**config.mk**
```make
export PLATFORM = sky130hd
export DESIGN_NAME = tick_divider
export DESIGN_NICKNAME = d
export VERILOG_FILES = /design/src/rtl/tick_divider.sv
export SDC_FILE = /design/constraint.sdc
export NUM_CORES = 1
export LEC_CHECK = 0
export BUFFER_PORTS_ARGS = -buffer_cell sky130_fd_sc_hd__buf_2
export CAP_MARGIN = 5
export CORE_AREA = 10 10 47 49
export DETAILED_ROUTE_END_ITERATION = 8
export DIE_AREA = 0 0 57 59
export PLACE_DENSITY = 0.73
export SYNTH_ARGS = -nofsm -noshare
export SYNTH_HDL_FRONTEND = slang
export SYNTH_SLANG_ARGS = --single-unit
export TNS_END_PERCENT = 50
```
**constraint.sdc**
```tcl
create_clock -name clk -period 2.8 [get_ports clk]
set_clock_uncertainty 0.1 [all_clocks]
set_input_delay 0.56 -clock clk [delete_from_list [all_inputs] [get_ports clk]]
set_output_delay 0.56 -clock clk [all_outputs]
set_load 0.01 [all_outputs]
```
**src/rtl/tick_divider.sv**
```systemverilog
// -----------------------------------------------------------------------------
// tick_divider
//
// Divides a stream of single-cycle ticks by DIV. Every DIV-th accepted tick
// generates an event carrying a sequential index. Events wait in a pending
// counter and are presented on a valid/ready output, oldest index first.
//
// Parameters
//   DIV     ticks per generated event (>= 2)
//   CNT_W   width of the event index (wraps modulo 2^CNT_W)
//   PEND_W  width of the pending counter (max pending = 2^PEND_W - 1)
//
// Ports
//   clk        in   rising-edge clock for all state
//   rst        in   synchronous active-high reset (overrides en)
//   en         in   clock enable; 0 freezes every register
//   tick       in   single-cycle tick from the upstream sequencer
//   out_valid  out  at least one event pending (registered)
//   out_ready  in   consumer accepts the presented event
//   out_idx    out  index of the oldest pending event
//   phase      out  tick count within the current divide period
//   ovf        out  sticky "event dropped" flag
//
// Optional feature (macro TICK_DIV_OVF_EN)
//   defined     : ovf is a sticky register set on any dropped event,
//                 cleared only by rst.
//   not defined : ovf is tied to 0; drops still happen silently.
// -----------------------------------------------------------------------------
module tick_divider #(
  parameter  int DIV    = 4,
  parameter  int CNT_W  = 8,
  parameter  int PEND_W = 2,
  localparam int PH_W   = (DIV > 1) ? $clog2(DIV) : 1
) (
  input  logic             clk,
  input  logic             rst,
  input  logic             en,
  input  logic             tick,
  output logic             out_valid,
  input  logic             out_ready,
  output logic [CNT_W-1:0] out_idx,
  output logic [PH_W-1:0]  phase,
  output logic             ovf
);

  localparam logic [PEND_W-1:0] PEND_MAX = '1;
  localparam logic [PH_W-1:0]   PH_LAST  = PH_W'(DIV - 1);

  logic [PH_W-1:0]   phase_q, phase_d;
  logic [PEND_W-1:0] pend_q,  pend_d;
  logic [CNT_W-1:0]  head_q,  head_d;

  logic accept;  // tick taken this cycle
  logic gen;     // tick closes a divide period -> new event
  logic pop;     // consumer takes the oldest event
  logic full;    // pending counter at its maximum

  always_comb begin
    // NOTE: every always_comb output gets a default first so no path can
    // leave it unassigned and infer a latch.
    phase_d = phase_q;
    pend_d  = pend_q;
    head_d  = head_q;

    // en gates both request sources, so holding state when en=0 falls out
    // of the next-state logic without a separate hold branch.
    accept = en & tick;
    gen    = accept & (phase_q == PH_LAST);
    pop    = en & (pend_q != '0) & out_ready;
    full   = (pend_q == PEND_MAX);

    if (accept) begin
      phase_d = gen ? '0 : phase_q + 1'b1;
    end

    if (pop) begin
      head_d = head_q + 1'b1;
    end

    // A simultaneous generate and pop leaves the count unchanged even when
    // full: the slot freed by the pop absorbs the new event. A generate
    // without pop while full is dropped, leaving head and count untouched so
    // the index sequence carries on without a gap.
    if (gen && !pop && !full) begin
      pend_d = pend_q + 1'b1;
    end else if (pop && !gen) begin
      pend_d = pend_q - 1'b1;
    end
  end

  always_ff @(posedge clk) begin
    // NOTE: sequential state uses non-blocking assignments so every register
    // samples the pre-edge values, independent of statement order.
    if (rst) begin
      phase_q <= '0;
      pend_q  <= '0;
      head_q  <= '0;
    end else begin
      phase_q <= phase_d;
      pend_q  <= pend_d;
      head_q  <= head_d;
    end
  end

  assign out_valid = (pend_q != '0);
  assign out_idx   = head_q;
  assign phase     = phase_q;

`ifdef TICK_DIV_OVF_EN
  logic drop;
  logic ovf_q;

  assign drop = gen & ~pop & full;

  always_ff @(posedge clk) begin
    if (rst) begin
      ovf_q <= 1'b0;
    end else if (drop) begin
      ovf_q <= 1'b1;
    end
  end

  assign ovf = ovf_q;
`else
  assign ovf = 1'b0;
`endif

endmodule

```
==> results.toml, run 1 <==
[routing]
wl_um = 1310
drc_errors = 0
vias = 564
dr.first_iter.drc_count = 5
wl_per_cell_um = 12.8
ant_nets = 0
viasPerCell = 5.53
firstDrtPassIters = 3

[worst_hold_path]
min_path_type = "register to register"

[cells_and_area]
antenna_cells = 0
layout_commonest_cell = "buf_2"
instances_no_fill = 102
final_cell_mix = "buf_2 (15), dfxtp_1 (12), a21oi_1 (9)"
layout-drive-gt1-share_pct = 26.7
syn_to_final_growth_pct = 13.1
finish.net_count = 95

[clock_network]
cts.sinks = 12
cts_max_level = 1
root_buffer = "clkbuf_4"
path_clk_slew_ps = 60
numCtsBuffers = 3
clockBufferDepth = 2
clock_latency_ps = 260
cts_tree = "built"
cts_resized = 0
post_cts_buffers = 0
postCtsHoldBufs = 0

[global_routing]
grt-ovfl-total = 0
grt_pass1_vias = 528
grt.total_usage_pct = 7.80
grt_pass1_wl_um = 2160
antenna_found_initial = 0
grt_max_degree = 14

[timing]
slew_viol_final = 0
min_period_ps = 1720
hold_violations = 0
min_period_over_period_pct = 61.4
finalSetupViolCount = 0
grt_setup_unrepaired = "no"
fin_ws_ps = 1080
fin_tns_setup_ps = 0
clock.fmax_mhz = 582

[yosys]
avgSynthCellArea_um2 = 8.72
syn_nets = 79
synthTopCellsByArea = "dfxtp_1 (38%), a21oi_1 (7.2%), mux2i_1 (4.8%)"
synth_cells = 72
netlist_area_um2 = 628
synth_top_area_share_pct = 38.2
synth_seq_area_share_pct = 38.2
yosys_warnings = 0
synth_top_area_cell = "dfxtp_1"
synth_cell_type_count = 28
ys_seq_elements = 12

[floorplan]
pin_count = 17
start_util_pct = 44.8
die_width_um = 57
die_h_um = 59
core_um2 = 1400
die-area_um2 = 3360
fp-row-count = 14

[setup_path]
cp-end-kind = "primary output"
worstSetupStartpointType = "register"
slowest_delay_ps = 370
crit_chain = "or2_2, buf_2"
crit_start = "pend_q[0]$_SDFFE_PP0P_"
endpoint = "out_valid"
worstReg2RegEnd = "out_idx[6]$_SDFFE_PP0P_"
r2r_start = "pend_q[0]$_SDFFE_PP0P_"
worst_path_max_delay_cell = "dfxtp_1"
required_ps = 2140
cp_max_fo = 7
crit_type = "register to primary output"
rrSetupSlack_ps = 1270
reg2regPathDepth = 3
worstPathArrival_ps = 1060

[power_and_ir_drop]
leakagePower_nw = 0.329
powerDensity_nw_per_um2 = 409
peakVddDrop_mv = 0.292

[run]
cap_viol_max_count = 0

[placed_design]
hpwl_um = 991
dp.cells = 99
pre_cts_slack_ps = 969
gp_congestion = 0.763
numPortBuffers = 15

[run_status]
status = "finished clean"
-- registers in the layout (all words and copies together), names as in the netlist --
register	flops
out_idx	8
pend_q	2
phase	2
-- cell usage after synthesis, drive strengths merged --
cell type and n:
buf 4, xor2 1, conb 1, nand4 2
o211a 1, nor2b 1, o211ai 1, ha 2
inv 2, nand2 3, and4b 2, a21oi 9
o21ai 6, and3 2, or3 3, nor2 5
mux2i 3, dfxtp 12, or2 1, o31ai 2
or4 2, nand3 5, nor3 1, mux2 1
-- per-layer routing --
layer  track usage (%)  wire [um]  vias to the layer above
li1                  -          -                      289
met1              8.74        612                      253
met2              11.9        540                       17
met3              3.22        112                        5
met4              5.03         39                        0
met5                 0          0                        -
-- kinds of logic (layout without fill, tap and decap cells) --
logic type	after synthesis	in the layout	share of synthesized area (%)
AOI/OAI and AO/OA	19	19	17.9
xor gates and xnor gates	1	1	1.39
adders and majority gates	2	2	3.98
buffers and inverters	6	20	6.77
DFF	12	12	38.2
muxes	4	4	6.57
other	1	1	0.597
and+or+nand+nor	27	27	24.5
-- power by group --
| group | internal (W) | leakage, nW | switching, W |
|---|---|---|---|
| combinational | 0.00000654 | 0.218 | 0.0000115 |
| sequential | 0.000172 | 0.0969 | 0.00000143 |
| clock | 0.0000497 | 0.0138 | 0.0000491 |
-- through the flow --
stage          hold WS, ps  area, um^2  total power (W)  utilization [%]
6_report               389         711         0.000290             50.7
5_1_grt                416         711         0.000306             50.7
4_1_cts                398         711         0.000294             50.7
3_5_place_dp           388         688         0.000196             49.1
3_3_place_gp           364         688         0.000195             49.1
2_1_floorplan          396         628         0.000190                -
-- critical path, delay by kind of cell, from the launching register on --
family | cells | cell delay (ps)
buf+inv | 1 | 140
flops | 1 | 370
simple gates | 1 | 280
-- area by class of cell --
type	count	area, um^2
Fill cell	147	691
Multi-Input combinational cell	54	345
Sequential cell	12	240
Timing Repair Buffer	15	75.1
Clock buffer	3	22.5
Tap cell	16	20.0
Inverter	2	7.51
-- how the worst min path moves through the flow --
stage / slack (ps) / to / from / cells past startpoint
finish: 390 / phase[1]$_SDFFE_PP0P_ / phase[1]$_SDFFE_PP0P_ / 2
global route: 420 / phase[1]$_SDFFE_PP0P_ / phase[1]$_SDFFE_PP0P_ / 2
CTS: 400 / phase[1]$_SDFFE_PP0P_ / phase[1]$_SDFFE_PP0P_ / 2
detailed placement: 390 / phase[1]$_SDFFE_PP0P_ / phase[1]$_SDFFE_PP0P_ / 2
global placement: 360 / phase[1]$_SDFFE_PP0P_ / phase[1]$_SDFFE_PP0P_ / 2
floorplan: 400 / phase[1]$_SDFFE_PP0P_ / phase[1]$_SDFFE_PP0P_ / 2
Power figures use the tool's default switching activity.
==> run 2: changes to the inputs <==
==> constraint.sdc (replaced) <==
create_clock -name clk -period 1.8 [get_ports clk]
set_clock_uncertainty 0.1 [all_clocks]
set_input_delay 0.36 -clock clk [delete_from_list [all_inputs] [get_ports clk]]
set_output_delay 0.36 -clock clk [all_outputs]
set_load 0.01 [all_outputs]
==> results.toml, run 2 (synthesis results as in run 1) <==
[cells_and_area]
final_cell_mix = "buf_2 (15), dfxtp_1 (12), a21oi_1 (9)"
antenna_cells = 0
largest_register_ffs = 8
syn_to_final_growth_pct = 16.5
instances_no_fill = 104
layout-drive-gt1-share_pct = 28.4
finish.net_count = 96
layout_commonest_cell = "buf_2"
utilization_pct = 52.2

[power_and_ir_drop]
p_clk_share_pct = 42.0
comb_power_share_pct = 5.5
intPower_w = 0.000401
powerDensity_nw_per_um2 = 702
leakagePower_nw = 0.342
switching_power_w = 0.000113
p_seq_share_pct = 52.5
peakVddDrop_mv = 0.482
swShare_pct = 22.0

[global_routing]
grt-ovfl-total = 0
antenna_found_initial = 0
grt.total_usage_pct = 8.15
grt_pass1_vias = 515
grt_max_degree = 14
grt_pass1_wl_um = 2280

[setup_path]
cp_max_fo = 13
worstSetupStartpointType = "register"
required_ps = 1910
crit_type = "register to register"
worst_path_max_delay_cell = "or4_1"
cp_top_family = "simple AND/OR/NAND/NOR gates"
worst-path-buf-inv = 0
slowest_delay_ps = 530
cp-end-kind = "register"
crit_chain = "o211ai_2, or4_1, a21oi_1"
worstPathArrival_ps = 1680

[floorplan]
fp-row-count = 14
core_um2 = 1400
die-area_um2 = 3360
start_util_pct = 44.8
die_h_um = 59
die_width_um = 57
pin_count = 17

[clock_network]
clock_latency_ps = 280
cts_resized = 0
postCtsHoldBufs = 0
cts_tree = "built"
numCtsBuffers = 3
clockBufferDepth = 2
path_clk_slew_ps = 80
post_cts_buffers = 0
cts_max_level = 1
cts.sinks = 12
root_buffer = "clkbuf_4"

[timing]
finalSetupViolCount = 0
grt_setup_unrepaired = "no"
hold_violations = 0
fin_tns_setup_ps = 0
clock.fmax_mhz = 640
slew-limit-headroom_pct = 66.5
slew_viol_final = 0
tightest_slew_ps = 501
min_period_over_period_pct = 86.9
min_period_ps = 1560

[routing]
viasPerCell = 5.52
ant_nets = 0
wl_um = 1350
wl_per_cell_um = 13.0
drc_errors = 0
firstDrtPassIters = 4
vias = 574
dr.first_iter.drc_count = 10

[placed_design]
hpwl_um = 980
dp.cells = 100
gp_congestion = 0.781
numPortBuffers = 15

[run_status]
status = "finished clean"

[worst_hold_path]
min_path_type = "input pin to register"

[run]
cap_viol_max_count = 0
[run 2: final cells by class]
class | count | area [um^2]
fillers | 140 | 669
inverters | 2 | 7.51
multi-input cells | 54 | 345
clock buffers | 4 | 36.3
repair buffers | 16 | 82.6
flip-flops and latches | 12 | 240
well taps | 16 | 20.0
[run 2: path summary, 6_finish.rpt]
check	start	end	slack (ps)	depth (start not counted)
setup / recovery	pend_q[0]$_SDFFE_PP0P_	out_idx[6]$_SDFFE_PP0P_	240	3
hold / removal	tick	phase[1]$_SDFFE_PP0P_	280	3
hold reg to reg	phase[1]$_SDFFE_PP0P_	phase[1]$_SDFFE_PP0P_	380	2
setup reg to reg	pend_q[0]$_SDFFE_PP0P_	out_idx[6]$_SDFFE_PP0P_	240	3
[run 2: power by group through the flow]
stage / Sequential, W / Combinational, W / Clock [W]
2_1_floorplan: 0.000277 / 0.0000188 / 0
6_report: 0.000270 / 0.0000281 / 0.000216
3_5_place_dp: 0.000276 / 0.0000283 / 0
4_1_cts: 0.000270 / 0.0000284 / 0.000223
3_3_place_gp: 0.000276 / 0.0000275 / 0
5_1_grt: 0.000270 / 0.0000316 / 0.000234
[run 2: metal layers]
| layer | part of all wire, % | GRT usage, % | vias to the layer above |
|---|---|---|---|
| li1 | - | - | 297 |
| met1 | 47 | 9.84 | 252 |
| met3 | 8.6 | 3.43 | 5 |
| met4 | 2.7 | 5.03 | 0 |
| met5 | 0 | 0 | - |
| met2 | 41 | 11.6 | 20 |
[run 2: worst register-to-register path: stages, from the launching register on]
cell and delay, ps:
dfxtp_1 470, o211ai_2 260, or4_1 530, a21oi_1 150
[run 2: metrics by stage]
stage / instance area, um^2 / power [W] / hold WS (ps) / setup WS, ps
2_1_floorplan: 628 / 0.000296 / 396 / 328
3_3_place_gp: 696 / 0.000303 / 365 / 199
5_1_grt: 732 / 0.000536 / 308 / 107
3_5_place_dp: 696 / 0.000305 / 380 / 172
4_1_cts: 732 / 0.000521 / 283 / 229
6_report: 732 / 0.000514 / 283 / 237
==> run 3: changes to the inputs <==
--- a/config.mk
+++ b/config.mk
@@ -5,12 +5,13 @@
 export SDC_FILE = /design/constraint.sdc
 export NUM_CORES = 1
 export LEC_CHECK = 0
+export ABC_AREA = 1
 export BUFFER_PORTS_ARGS = -buffer_cell sky130_fd_sc_hd__buf_2
 export CAP_MARGIN = 5
 export CORE_AREA = 10 10 47 49
 export DETAILED_ROUTE_END_ITERATION = 8
 export DIE_AREA = 0 0 57 59
-export PLACE_DENSITY = 0.73
+export PLACE_DENSITY = 0.7
 export SYNTH_ARGS = -nofsm -noshare
 export SYNTH_HDL_FRONTEND = slang
 export SYNTH_SLANG_ARGS = --single-unit
==> results.toml, run 3 <==
[cells_and_area]
final_cell_mix = "nand2_1 (15), buf_2 (15), dfxtp_1 (12)"
antenna_cells = 0
syn_to_final_growth_pct = 19.1
layout-drive-gt1-share_pct = 23.0
register_area_um2 = 240
finish.net_count = 108
largest_register_ffs = 8
multi_input_area_um2 = 292
n_fill_cell = 153

[power_and_ir_drop]
switching_power_w = 0.000105
intPower_w = 0.000400
p_seq_share_pct = 53.4
powerDensity_nw_per_um2 = 720
swShare_pct = 20.8
comb_power_share_pct = 4.9
leakagePower_nw = 0.332
p_clk_share_pct = 41.7
peakVddDrop_mv = 0.424

[routing]
m1WireLength_um = 581
ant_nets = 0
top_layer = "met4"
wl_per_cell_um = 10.5
drc_errors = 0
met3_length_um = 100
wl_met2_um = 514
firstDrtPassIters = 4
viasPerCell = 4.82
vias = 559
dr.first_iter.drc_count = 6
wl_um = 1220

[clock_network]
postCtsHoldBufs = 0
post_cts_buffers = 0
cts_max_level = 1
cts.sinks = 12
numCtsBuffers = 3
root_buffer = "clkbuf_4"
path_clk_slew_ps = 70
clock_latency_ps = 270
clockBufferDepth = 2
cts_tree = "built"
cts_resized = 0

[worst_hold_path]
min_path_type = "input pin to register"
min_path_cells = 2
min_from = "rst"

[global_routing]
grt-ovfl-total = 0
grt_pass1_vias = 512
antenna_found_initial = 0
grt_pass1_wl_um = 2120
grt_max_degree = 13
grt.total_usage_pct = 7.56

[placed_design]
gp_congestion = 0.727
pre_cts_slack_ps = 266
hpwl_um = 969
numPortBuffers = 15

[setup_path]
required_ps = 1340
cp-end-kind = "primary output"
cp_max_fo = 5
crit_type = "register to primary output"
worstPathArrival_ps = 1000
r2r_start = "pend_q[0]$_SDFFE_PP0P_"
reg2regPathDepth = 5
crit_start = "pend_q[0]$_SDFFE_PP0P_"
worstSetupStartpointType = "register"

[yosys]
synth_flop_cell = "dfxtp_1"
syn_nets = 90
synth_cells = 83
synth_cell_type_count = 19
ys_seq_elements = 12
yosys_warnings = 0
synth-edff-count = 0
synth_top_area_share_pct = 40.9
async_flop_share_pct = 0
synth_top_area_cell = "dfxtp_1"
synthTopCellsByArea = "dfxtp_1 (41%), nand2_1 (9.6%), nor2_1 (7.0%)"
yosys-top-cells-count = "nand2_1 (15), dfxtp_1 (12), nor2_1 (11)"
avgSynthCellArea_um2 = 7.09
netlist_area_um2 = 588
synth.most_common_cell = "nand2_1"
synth_seq_area_share_pct = 40.9

[floorplan]
start_util_pct = 42.0
fp-row-count = 14
pin_count = 17
die-area_um2 = 3360
die_width_um = 57
core_um2 = 1400
die_h_um = 59

[timing]
min_period_over_period_pct = 81.2
hold_violations = 0
grt_setup_unrepaired = "no"
fin_tns_setup_ps = 0
clock.fmax_mhz = 684
slew_viol_final = 0
finalSetupViolCount = 0
fin_ws_ps = 338
min_period_ps = 1460

[run_status]
status = "finished clean"

[run]
cap_viol_max_count = 0
==> run 3: cell count changes after synthesis, sizes merged, moves of 2 or more <==
cell,change
mux2i,-3
nor2,+8
o31ai,-2
inv,+8
nor3,+3
o21ai,-2
nand2,+13
or4,-2
buf,-2
and4b,-2
or3,-3
==> run 3: critical path, cell delays in order, from the launching register on <==
cell,delay [ps]
dfxtp_1,340
nor2_1,170
inv_1,80
buf_2,140
==> run 3: final timing paths <==
check | to | slack [ps]
setup / recovery | out_valid | 340
hold / removal | phase[1]$_SDFFE_PP0P_ | 230
setup reg to reg | pend_q[0]$_SDFFE_PP0P_ | 370
hold reg to reg | out_idx[5]$_SDFFE_PP0P_ | 370
==> run 3: stage by stage <==
step                std cells  cell area (um^2)  total power, W  utilization (%)  hold slack [ps]
CTS                       116               701        0.000512             50.0              228
detailed placement        112               664        0.000301             47.4              366
global placement          112               664        0.000300             47.4              355
finish                    116               701        0.000505             50.0              231
floorplan                  83               588        0.000290                -              329
global route              116               701        0.000527             50.0              245
==> run 3: metal layers <==
layer	track usage (%)	up-vias
li1	-	307
met5	0	-
met1	8.55	233
met2	11.8	15
met3	3.22	4
met4	4.03	0
==> run 3: power by group through the flow <==
stage               sequential, W  combinational (W)  clock [W]
finish                   0.000269          0.0000248   0.000210
detailed placement       0.000276          0.0000252          0
CTS                      0.000269          0.0000253   0.000217
global route             0.000270          0.0000290   0.000228
global placement         0.000276          0.0000247          0
floorplan                0.000277          0.0000137          0
==> run 3: final cells by class <==
type	count	share of cell area, %
tap	16	2.86
inverter	10	5.36
timing repair buffer	15	10.7
clock buffer	4	5.18
multi-input combinational	59	41.6
sequential	12	34.3
==> run 3: cell families (layout without fill, tap and decap cells) <==
logic type	count (synthesis)	after routing	synth area share, %
compound gates	13	13	11.3
simple gates	42	42	31.9
other cells	1	1	0.638
buf+inv	12	29	9.58
xor+xnor	1	1	1.49
fa+ha+maj	2	2	4.25
flops	12	12	40.9
